==> src/rtl/seq_restoring_divider.sv <==
// Sequential restoring divider: one quotient bit per clock, Start/Done handshake.
// Optional macro DIV_SIGNED_EN selects two's-complement operands with a sign fix-up cycle.
module seq_restoring_divider #(
  parameter int WIDTH = 4
) (
  input  logic             Clk,
  input  logic             Reset_n,
  input  logic             Start,
  input  logic [WIDTH-1:0] Dividend,
  input  logic [WIDTH-1:0] Divisor,
  output logic             Busy,
  output logic             Done,
  output logic [WIDTH-1:0] Quotient,
  output logic [WIDTH-1:0] Remainder,
  output logic             DivByZero
);

  localparam int CW = $clog2(WIDTH + 1);

  typedef enum logic [1:0] {IDLE, RUN, FIX, FIN} state_t;

  state_t           state, state_n;
  logic [WIDTH-1:0] q_sh;
  logic [WIDTH-1:0] r_sh;
  logic [WIDTH-1:0] dvs;
  logic [WIDTH-1:0] dvd;
  logic [CW-1:0]    cnt;
  logic             dz;
`ifdef DIV_SIGNED_EN
  logic             neg_q;
  logic             neg_r;
`endif

  logic             accept;
  logic             last;
  logic [WIDTH:0]   r_shift;
  logic             ge;
  logic [WIDTH-1:0] r_step;
  logic [WIDTH-1:0] q_step;

  assign accept = Start && ((state == IDLE) || (state == FIN));
  assign last   = (cnt == CW'(WIDTH - 1));

  // The restored remainder is always below the divisor, so WIDTH bits of storage
  // suffice; only the shifted trial value needs the extra bit.
  assign r_shift = {r_sh, q_sh[WIDTH-1]};
  assign ge      = (r_shift >= {1'b0, dvs});
  assign r_step  = ge ? WIDTH'(r_shift - {1'b0, dvs}) : r_shift[WIDTH-1:0];
  assign q_step  = {q_sh[WIDTH-2:0], ge};

  assign Busy = (state == RUN) || (state == FIX);
  assign Done = (state == FIN);

  always_ff @(posedge Clk or negedge Reset_n) begin
    if (!Reset_n) state <= IDLE;
    else          state <= state_n;
  end

  // A zero divisor still spends one busy cycle in RUN so Done lands after E+1.
  always_comb begin
    state_n = state;
    case (state)
      IDLE: if (accept) state_n = RUN;
      RUN: begin
        if (dz) state_n = FIN;
        else if (last) begin
`ifdef DIV_SIGNED_EN
          state_n = FIX;
`else
          state_n = FIN;
`endif
        end
      end
      FIX:     state_n = FIN;
      FIN:     state_n = accept ? RUN : IDLE;
      default: state_n = IDLE;
    endcase
  end

  always_ff @(posedge Clk or negedge Reset_n) begin
    if (!Reset_n) begin
      q_sh  <= '0;
      r_sh  <= '0;
      dvs   <= '0;
      dvd   <= '0;
      cnt   <= '0;
      dz    <= 1'b0;
`ifdef DIV_SIGNED_EN
      neg_q <= 1'b0;
      neg_r <= 1'b0;
`endif
    end else if (accept) begin
      dvd <= Dividend;
      dz  <= (Divisor == '0);
      cnt <= '0;
      r_sh <= '0;
`ifdef DIV_SIGNED_EN
      q_sh  <= Dividend[WIDTH-1] ? -Dividend : Dividend;
      dvs   <= Divisor[WIDTH-1]  ? -Divisor  : Divisor;
      neg_q <= Dividend[WIDTH-1] ^ Divisor[WIDTH-1];
      neg_r <= Dividend[WIDTH-1];
`else
      q_sh <= Dividend;
      dvs  <= Divisor;
`endif
    end else if ((state == RUN) && !dz) begin
      q_sh <= q_step;
      r_sh <= r_step;
      cnt  <= cnt + 1'b1;
    end
  end

  // Results move only on the edge that enters FIN; they hold through the next division.
  always_ff @(posedge Clk or negedge Reset_n) begin
    if (!Reset_n) begin
      Quotient  <= '0;
      Remainder <= '0;
      DivByZero <= 1'b0;
    end else if ((state == RUN) && dz) begin
      Quotient  <= '1;
      Remainder <= dvd;
      DivByZero <= 1'b1;
    end else begin
`ifdef DIV_SIGNED_EN
      if (state == FIX) begin
        Quotient  <= neg_q ? -q_sh : q_sh;
        Remainder <= neg_r ? -r_sh : r_sh;
        DivByZero <= 1'b0;
      end
`else
      if ((state == RUN) && last) begin
        Quotient  <= q_step;
        Remainder <= r_step;
        DivByZero <= 1'b0;
      end
`endif
    end
  end

endmodule

==> config.mk <==
export PLATFORM = sky130hd
export DESIGN_NAME = seq_restoring_divider
export DESIGN_NICKNAME = d
export VERILOG_FILES = /design/src/rtl/seq_restoring_divider.sv
export SDC_FILE = /design/constraint.sdc
export NUM_CORES = 1
export LEC_CHECK = 0
export BUFFER_PORTS_ARGS = -buffer_cell sky130_fd_sc_hd__buf_2
export CAP_MARGIN = 20
export CORE_UTILIZATION = 51
export CTS_BUF_LIST = sky130_fd_sc_hd__clkbuf_4 sky130_fd_sc_hd__clkbuf_8 sky130_fd_sc_hd__clkbuf_16
export DETAILED_ROUTE_END_ITERATION = 16
export PLACE_DENSITY = 0.71
export SYNTH_ARGS = -nofsm -noshare
export SYNTH_HDL_FRONTEND = slang
export SYNTH_SLANG_ARGS = --single-unit
==> constraint.sdc <==
create_clock -name Clk -period 1.9 [get_ports Clk]
set_clock_uncertainty 0.2 [all_clocks]
set_input_delay 0.095 -clock Clk [delete_from_list [all_inputs] [get_ports Clk]]
set_output_delay 0.095 -clock Clk [all_outputs]
set_load 0.02 [all_outputs]
Word-level counts from Yosys, hierarchy flattened:

Index checks and enable logic that the tools add are counted.

* memories: 0
* flip-flop bits (word level): 31
* output and inout bits: 11
* memory bits (writable): 0
* word-level logic and storage cells: 49
* input bits: 11
* ROM bits: 0
* bits in latches: 0

* magnitude comparators: 1
* multiplexer cells: 18
* divide/modulo/power cells: 0
* multipliers: 0
* reductions and logical operators: 12
* shifts and indexed selects: 0
* eq/ne operators: 6
* $add $sub $neg: 2
* bitwise operators: 0

Operator list (number)
* $mux W4: 9
* $pmux W2 S4: 1
* $mux W2: 3
* $mux W3: 2
* $ge A5 B4 Y1: 1
* $eq A2 B2 Y1 const B: 2
* $logic_and A1 B1 Y1: 4
* $logic_not A4 Y1: 1
* $reduce_bool A2 Y1: 2
* $sub A4 B4 Y4: 1
* $add A3 B1 Y3 const B: 1
* $eq A3 B2 Y1 const B: 1
* $mux W1: 3
* $ne A3 B3 Y1 const B: 1
* $eq A2 B1 Y1 const B: 1
* $logic_not A2 Y1: 1
* $logic_or A1 B1 Y1: 2
* $ne A2 B2 Y1 const B: 1
* $reduce_and A2 Y1: 1
* $logic_not A1 Y1: 1

Longest topological paths before layout:

Gate-level depths: netlist of run 1.

* depth in word-level cells: 5
* depth in mapped cells: 8
* gate-level depth less buffers: 8

Worst setup path before layout of run 1:

Ideal clock, no wire load.

* kind: flip-flop to flip-flop
* start: register q_sh[3]
* end: register r_sh[0]
* path slack: -0.126 ns
* setup time: 0.073 ns
* data required time: 1.627 ns
* cell stages (with the launch flop): 8
* buffers on the path: 0
* clock period less this slack: 2.026 ns
* arrival: 1.752 ns
* cells stage by stage: dfrtp_1 -> inv_1 -> ha_1 -> nand2b_1 -> a2111oi_4 -> a21oi_2 -> mux2_4 -> a21oi_2

* cells in the longest elaborated chain, start to end: 4
* elaborated cells on any way between the ends: 5
* those cells by class: 1 x add/sub; 1 x order compare; 3 x mux

Ends and longest elaborated chain
* start: declaration: RTL line 23 `logic [WIDTH-1:0] q_sh;`
* start signal: assignment: RTL line 103 `q_sh <= Dividend;`
* start signal: assignment: RTL line 107 `q_sh <= q_step;`
* $sub A4 B4 Y4 or $ge A5 B4 Y1 (tied branches): RTL line 48, 47
* $mux W4 (*): RTL line 48 `assign r_step = ge ? WIDTH'(r_shift - {1'b0, dvs}) : r_shift[WIDTH-1:0];`
* $mux W4 (*): RTL line 106 `end else if ((state == RUN) && !dz) begin`
* $mux W4 (*): RTL line 92 `end else if (accept) begin`
* end signal: assignment: RTL line 108 `r_sh <= r_step;`
* end: declaration: RTL line 24 `logic [WIDTH-1:0] r_sh;`

Every way passes the cells marked *; elsewhere a longest branch is shown, timed or not. The select of a mux whose other input is x is not followed.
A chain may end at the register's enable or synchronous reset.

Worst setup path in the final report of run 1:

* start: register r_sh[2]
* end: register r_sh[0]

* cells in the longest elaborated chain, start to end: 4

Ends and longest elaborated chain
* $ge A5 B4 Y1: RTL line 47 `assign ge = (r_shift >= {1'b0, dvs});`
* $mux W4: RTL line 48
* $mux W4: RTL line 106
* $mux W4: RTL line 92

Every way passes these cells. The select of a mux whose other input is x is not followed.

==> qor.yml, run 1 <==
place:
  post-place-ws_ns: -0.2528
  dp_hpwl_um: 2853
  gp_congestion: 0.9478
  post-place-cells: 244
  io_buffers: 21
  placed_cell_area_um2: 1943
grt:
  grt_pass1_vias: 1505
  antenna_found_initial: 0
  grt_max_degree: 32
  grt.overflow.total: 0
  grt_pass1_wl_um: 6934
  grt.total_usage_pct: 27.41
yosys:
  synthAdderAreaFrac_pct: 8.896
  synth-simple-area-share_pct: 14.11
  async_reset_ff_share_pct: 100.0
  synth_nets: 189
  synth_top_flop_cell: "dfrtp_1"
  synth-edff-count: 0
  synth_top_family_by_area: "compound AO/OA/AOI/OAI gates"
  ys_ff_latch: 31
  netlist_area_um2: 1632
  yosysWarningCount: 0
  synth_compound_area_share_pct: 20.94
  synth_seq_area_share_pct: 47.55
  synth_mux_area_share_pct: 4.064
  postSynthCellCount: 167
  syn_avg_cell_area_um2: 9.770
  synthXorXnorAreaFrac_pct: 0.5368
  ys_types: 34
detailed_routing:
  via_per_inst: 5.553
  highest_layer: "met4"
  met2_length_um: 2207
  m1WireLength_um: 1703
  drt_iter0_markers: 63
  via_count: 1466
  drcViolationCount: 0
  dr_wl_met3_um: 137
  first_pass_iters: 4
  antenna_left: 0
  routed_wl_um: 4108
  wl_per_cell_um: 15.56
worst_setup_path:
  r2r_cells: 6
  endpoint_kind: "register"
  rr_startpoint: "r_sh[2]"
  cp-start-kind: "register"
  ff2ff_setup_slack_ns: -0.15
  arrival_ns: 2.11
  crit_required_ns: 1.96
  worstReg2RegEnd: "r_sh[0]"
  cp_max_fo: 5
  worstSetupPathType: "register to register"
final_layout:
  final_common_cell: "dfrtp_1"
  final_area_um2: 2216
  antenna_cells: 0
  area_delta_synth_final_pct: 35.81
  fillers: 239
  layout.cells.non_filler: 264
  final_net_count: 242
  drive_above_1_share_pct: 35.45
  seq_area_um2: 777.0
  mostFrequentLayoutCells: "dfrtp_1, nand2_1, buf_4, buf_2, o21ai_0"
  multi_input_area_um2: 899.6
floorplan:
  die_x_um: 58.56
  core_um2: 3053
  die_h_um: 58.56
  fp-row-count: 20
  initial_core_util_pct: 53.44
  die_area_um2: 3429
  ios: 22
timing:
  fmax_ghz: 0.4876
  min_period_ns: 2.051
  slew_headroom_pct: 54.50
  drv_slew: 0
  period_share_pct: 107.9
  worst_pin_slew_ns: 0.6825
  rsz0062_at_grt: "true"
  finalHoldViolations: 0
  setup_ws_ns: -0.1507
  setup_violations: 8
clocking:
  cts_sinks: 31
  root_buffer: "clkbuf_4"
  numCtsBuffers: 5
  clockBufferDepth: 2
  htree_levels: 2
  path_clk_slew_ns: 0.10
  cts_tree: "yes"
  clkLatencyLatePin_ns: 0.33
status:
  status: "finished, violations left"
  violations: "setup timing"
pwr:
  peakVddDrop_v: 0.001103
  power_density_nw_per_um2: 2055
  p_leak_nw: 1.067
min_path:
  hp-class: "input port to asynchronous set/reset pin"
flow_run:
  drv_cap: 0
==> worst max-delay path: stages, from the launching register on <==
cell	delay, ns
dfrtp_1	0.40
ha_2	0.18
or2_4	0.24
a2111oi_4	0.42
a21oi_4	0.10
mux2_4	0.33
a21oi_2	0.11
==> how the worst max path moves through the flow <==
stage	cells past startpoint	to	from
2_1_floorplan	8	Remainder[2]	q_sh[3]
3_3_place_gp	8	Remainder[2]	q_sh[3]
3_5_place_dp	8	Remainder[2]	q_sh[3]
4_1_cts	7	r_sh[0]	q_sh[3]
5_1_grt	6	Remainder[1]	r_sh[2]
6_report	6	r_sh[0]	r_sh[2]
==> metrics by stage <==
stage	setup TNS [ns]	power, mW	hold slack, ns	util [%]
floorplan	-0.3023	2.814	-0.4006	-
global placement	-0.7954	3.553	-0.03616	63.65
detailed placement	-1.338	3.673	-0.02027	63.65
CTS	-0.9606	4.258	0.1498	70.41
global route	-1.739	4.922	0.1942	72.58
finish	-0.8478	4.554	0.1499	72.58
==> routing by layer <==
layer  GRT usage, %  vias to the layer above
met5              0                        -
met1          33.48                      728
met2          48.60                       33
met4          8.163                        0
met3          5.934                        8
li1               -                      697
==> cell usage after synthesis (all sizes together) (2+ instances only) <==
master | count | area (um2)
nor2b | 3 | 18.77
a21oi | 12 | 67.57
ha | 10 | 125.1
nor2 | 10 | 37.54
mux2i | 4 | 40.04
nor3 | 2 | 10.01
dfrtp | 31 | 775.7
a31oi | 2 | 12.51
a32oi | 2 | 17.52
nand2 | 26 | 97.59
nand2b | 3 | 18.77
inv | 8 | 30.03
o22ai | 2 | 12.51
nand3 | 2 | 10.01
o22a | 8 | 70.07
mux2 | 2 | 26.27
o21ai | 18 | 93.84
clkbuf | 9 | 33.78
==> layout make-up <==
class,count,share of cell area [%]
repair buffers,55,17.96
flip-flops and latches,31,35.06
inverters,8,1.355
well taps,44,2.484
clock buffers,6,2.315
clock inverters,1,0.2259
multi-input cells,119,40.60
==> logic make-up (layout without fill, tap and decap cells) <==
family,Yosys count,in the layout
compound gates,50,50
xor+xnor,1,1
fa+ha+maj,11,11
buf+inv,17,70
flops,31,31
mux,6,6
simple gates,51,51
==> state kept, by name, indices dropped and copies added, names as in the netlist <==
register and cells:
Quotient 4, Remainder 4, dvd 4, dvs 4
q_sh 4, r_sh 4, cnt 3, state 2
DivByZero 1, dz 1
==> power by group <==
group	switching, mW	total, mW	internal, mW
Sequential	0.232	1.20	0.965
Clock	0.218	0.390	0.171
Combinational	1.52	2.97	1.44
==> repair_timing <==
item / CTS / global route
buffers inserted: 1 / 2
setup endpoints to repair: 10 / 13
hold buffers: 10 / 0
pin swaps: 6 / 6
hold endpoints to repair: 46 / 0
resized for setup: 7 / 17
Power figures use the tool's default switching activity.
==> run 2, diff against run 1 <==
ABC_AREA = 1   (was default)
CORE_MARGIN = 10   (was default)
GPL_TIMING_DRIVEN = 1   (was default)
==> qor.yml, run 2 <==
status:
  status: "finished, final reports clean"
grt:
  grt_max_degree: 32  # unchanged
  antenna_found_initial: 0  # unchanged
  grt.overflow.total: 0  # unchanged
  grt_pass1_wl_um: 6106  # -12%
  grt_pass1_vias: 1377  # -8.5%
  grt.total_usage_pct: 12.54  # -15 points
floorplan:
  core_um2: 3028  # -0.82%
  fp-row-count: 20  # unchanged
  die_h_um: 76.17  # +30%
  die_x_um: 76.17  # +30%
  die_area_um2: 5802  # +69%
  initial_core_util_pct: 53.14  # -0.30 points
  ios: 22  # unchanged
final_layout:
  final_common_cell: "nand2_1"
  fillers: 261  # +9.2%
  layout.cells.non_filler: 265  # +0.38%
  mostFrequentLayoutCells: "nand2_1, dfrtp_1, inv_1, buf_2"
  final_net_count: 242  # unchanged
  drive_above_1_share_pct: 21.72  # -14 points
  area_delta_synth_final_pct: 21.31
  antenna_cells: 0  # unchanged
pwr:
  p_int_mw: 1.930  # -25%
  peakVddDrop_v: 0.0009217  # -16%
  p_switching_mw: 1.815  # -8.1%
  power_density_nw_per_um2: 1919  # -6.7%
  sw_frac_of_total_pct: 48.47  # +5.1 points
  p_leak_nw: 1.026  # -3.9%
  p_clk_share_pct: 9.8  # +1.2 points
  pwr-share-comb_pct: 60.4  # -4.8 points
  power_frac_seq_pct: 29.8  # +3.5 points
yosys:
  ys_ff_latch: 31  # unchanged
  syn_avg_cell_area_um2: 8.939  # -8.5%
  synth_seq_area_share_pct: 48.21  # +0.67 points
  synth_nets: 202  # +6.9%
  synth.largest_area_cell: "dfrtp_1"
  ys_types: 27  # -21%
  synth_top_area_share_pct: 48.21  # +0.67 points
  yosysWarningCount: 0  # unchanged
  synthTopCellsByArea: "dfrtp_1, nand2_1, ha_1"
  postSynthCellCount: 180  # +7.8%
  async_reset_ff_share_pct: 100.0  # unchanged
  synth-edff-count: 0  # unchanged
  synth_top_flop_cell: "dfrtp_1"
  synth_common_cells: "nand2_1, dfrtp_1, inv_1, nand3_1, o21ai_0"
  netlist_area_um2: 1609  # -1.4%
  synth_most_common_cell: "nand2_1"
detailed_routing:
  routed_wl_um: 3551  # -14%
  first_pass_iters: 4  # unchanged
  via_per_inst: 4.883  # -12%
  wl_per_cell_um: 13.40  # -14%
  drt_iter0_markers: 81  # +29%
  via_count: 1294  # -12%
  drcViolationCount: 0  # unchanged
  antenna_left: 0  # unchanged
clocking:
  cts_sinks: 31  # unchanged
  numCtsBuffers: 5  # unchanged
  root_buffer: "clkbuf_4"
  path_clk_slew_ns: 0.10  # about the same
  clockBufferDepth: 2  # unchanged
  cts_tree: "yes"
  htree_levels: 2  # unchanged
  clkLatencyLatePin_ns: 0.34  # about the same
worst_setup_path:
  cpPeakStageDelay_ns: 0.37  # -0.05 ns
  crit_buf_inv: 2  # +2
  worstPathCellList: "inv_1 > ha_1 > inv_1 > fa_1 > xnor2_1 > nand2_1 > nand3_1 > nand2_1"
  cp_max_fo: 3  # -2
  cp_top_family: "adder cells"
  worstSetupPathType: "register to register"
  cp-start-kind: "register"
  arrival_ns: 1.83  # -0.28 ns
  critPathSlowestCell: "dfrtp_1"
  endpoint_kind: "register"
  crit_required_ns: 1.94  # -0.02 ns
timing:
  worst_pin_slew_ns: 0.6657  # -0.01676 ns
  fmax_ghz: 0.5587  # +15%
  drv_slew: 0  # unchanged
  min_period_ns: 1.790  # -0.2608 ns
  rsz0062_at_grt: "false"
  slew_headroom_pct: 55.62  # +1.1 points
  setup_tns_ns: 0  # +0.8478 ns
  setup_violations: 0  # -8
  period_share_pct: 94.21  # -14 points
  finalHoldViolations: 0  # unchanged
place:
  io_buffers: 21  # unchanged
  post-place-cells: 247  # +1.2%
  gp_congestion: 0.8636  # -8.9%
  dp_hpwl_um: 2670  # -6.4%
flow_run:
  drv_cap: 0  # unchanged
min_path:
  hp-class: "input port to asynchronous set/reset pin"
==> run 2: changes by cell type after synthesis, sizes merged, moves of 3 or more <==
cell,before,now
nand2,26,51
o221ai,0,3
o21ai,18,13
nor2,10,7
clkbuf,9,0
nor2b,3,0
inv,8,33
nand3,2,13
mux2i,4,0
o22a,8,0
a21oi,12,6
nand2b,3,0
==> run 2: stage by stage <==
stage / util (%) / total power, mW / setup slack [ns] / hold WS [ns] / cell area [um2]
floorplan: - / 2.779 / 0.09630 / -0.4006 / 1609
global placement: 59.01 / 3.228 / 0.1674 / -0.03027 / 1787
detailed placement: 59.01 / 3.335 / 0.1349 / -0.03059 / 1787
CTS: 64.05 / 3.723 / 0.1211 / 0.1320 / 1939
global route: 64.46 / 4.112 / 0.007823 / 0.1560 / 1952
finish: 64.46 / 3.745 / 0.1100 / 0.1181 / 1952
==> run 2: area by class of cell <==
class,instances,area [um2],share of cell area (%)
flip-flops and latches,31,775.7,39.74
multi-input cells,114,703.2,36.03
repair buffers,34,227.7,11.67
inverters,34,137.6,7.051
well taps,44,55.05,2.821
clock buffers,5,37.54,1.923
clock inverters,3,15.01,0.7692
==> run 2: metal layers <==
metal	track usage [%]	routed length (um)
met2	21.77	1719
met5	0	0
met3	5.425	254
met4	3.903	73
met1	13.39	1503
==> run 2: cells by family (layout without fill, tap and decap cells) <==
| family | Yosys count | in the layout | share of synthesized area (%) |
|---|---|---|---|
| compound gates | 28 | 28 | 10.81 |
| xor+xnor | 1 | 1 | 0.5444 |
| fa+ha+maj | 11 | 11 | 9.020 |
| buf+inv | 35 | 76 | 8.864 |
| flops | 31 | 31 | 48.21 |
| simple gates | 74 | 74 | 22.55 |
==> run 2: worst reg2reg max path, cell delays in order, from the launching register on <==
cell and delay, ns:
dfrtp_1 0.37, inv_1 0.11, ha_1 0.18, inv_1 0.06
fa_1 0.37, xnor2_1 0.17, nand2_1 0.09, nand3_1 0.09
nand2_1 0.05
==> run 2: power by group through the flow <==
stage	combinational [mW]	sequential, mW	clock (mW)
6_report	2.26	1.12	0.366
5_1_grt	2.55	1.15	0.411
4_1_cts	2.23	1.11	0.376
3_3_place_gp	2.12	1.11	0
2_1_floorplan	1.58	1.20	0
3_5_place_dp	2.21	1.13	0
==> run 2: timing repair <==
action | CTS | global route
gates resized for setup | 0 | 1
endpoints found under the hold margin | 45 | 0
setup endpoints to repair | 0 | 1
hold buffers | 10 | 0
setup buffers | 0 | 0
==> run 2: path summary, 6_finish.rpt <==
path,to,slack (ns),startpoint,cells past startpoint
max,r_sh[2],0.11,q_sh[3],8
min,Remainder[1],0.12,Reset_n,2
max reg2reg,r_sh[2],0.11,q_sh[3],8
min reg2reg,DivByZero,0.29,DivByZero,2
max in group asynchronous,q_sh[2],0.94,Reset_n,2
min in group Clk,DivByZero,0.29,DivByZero,2
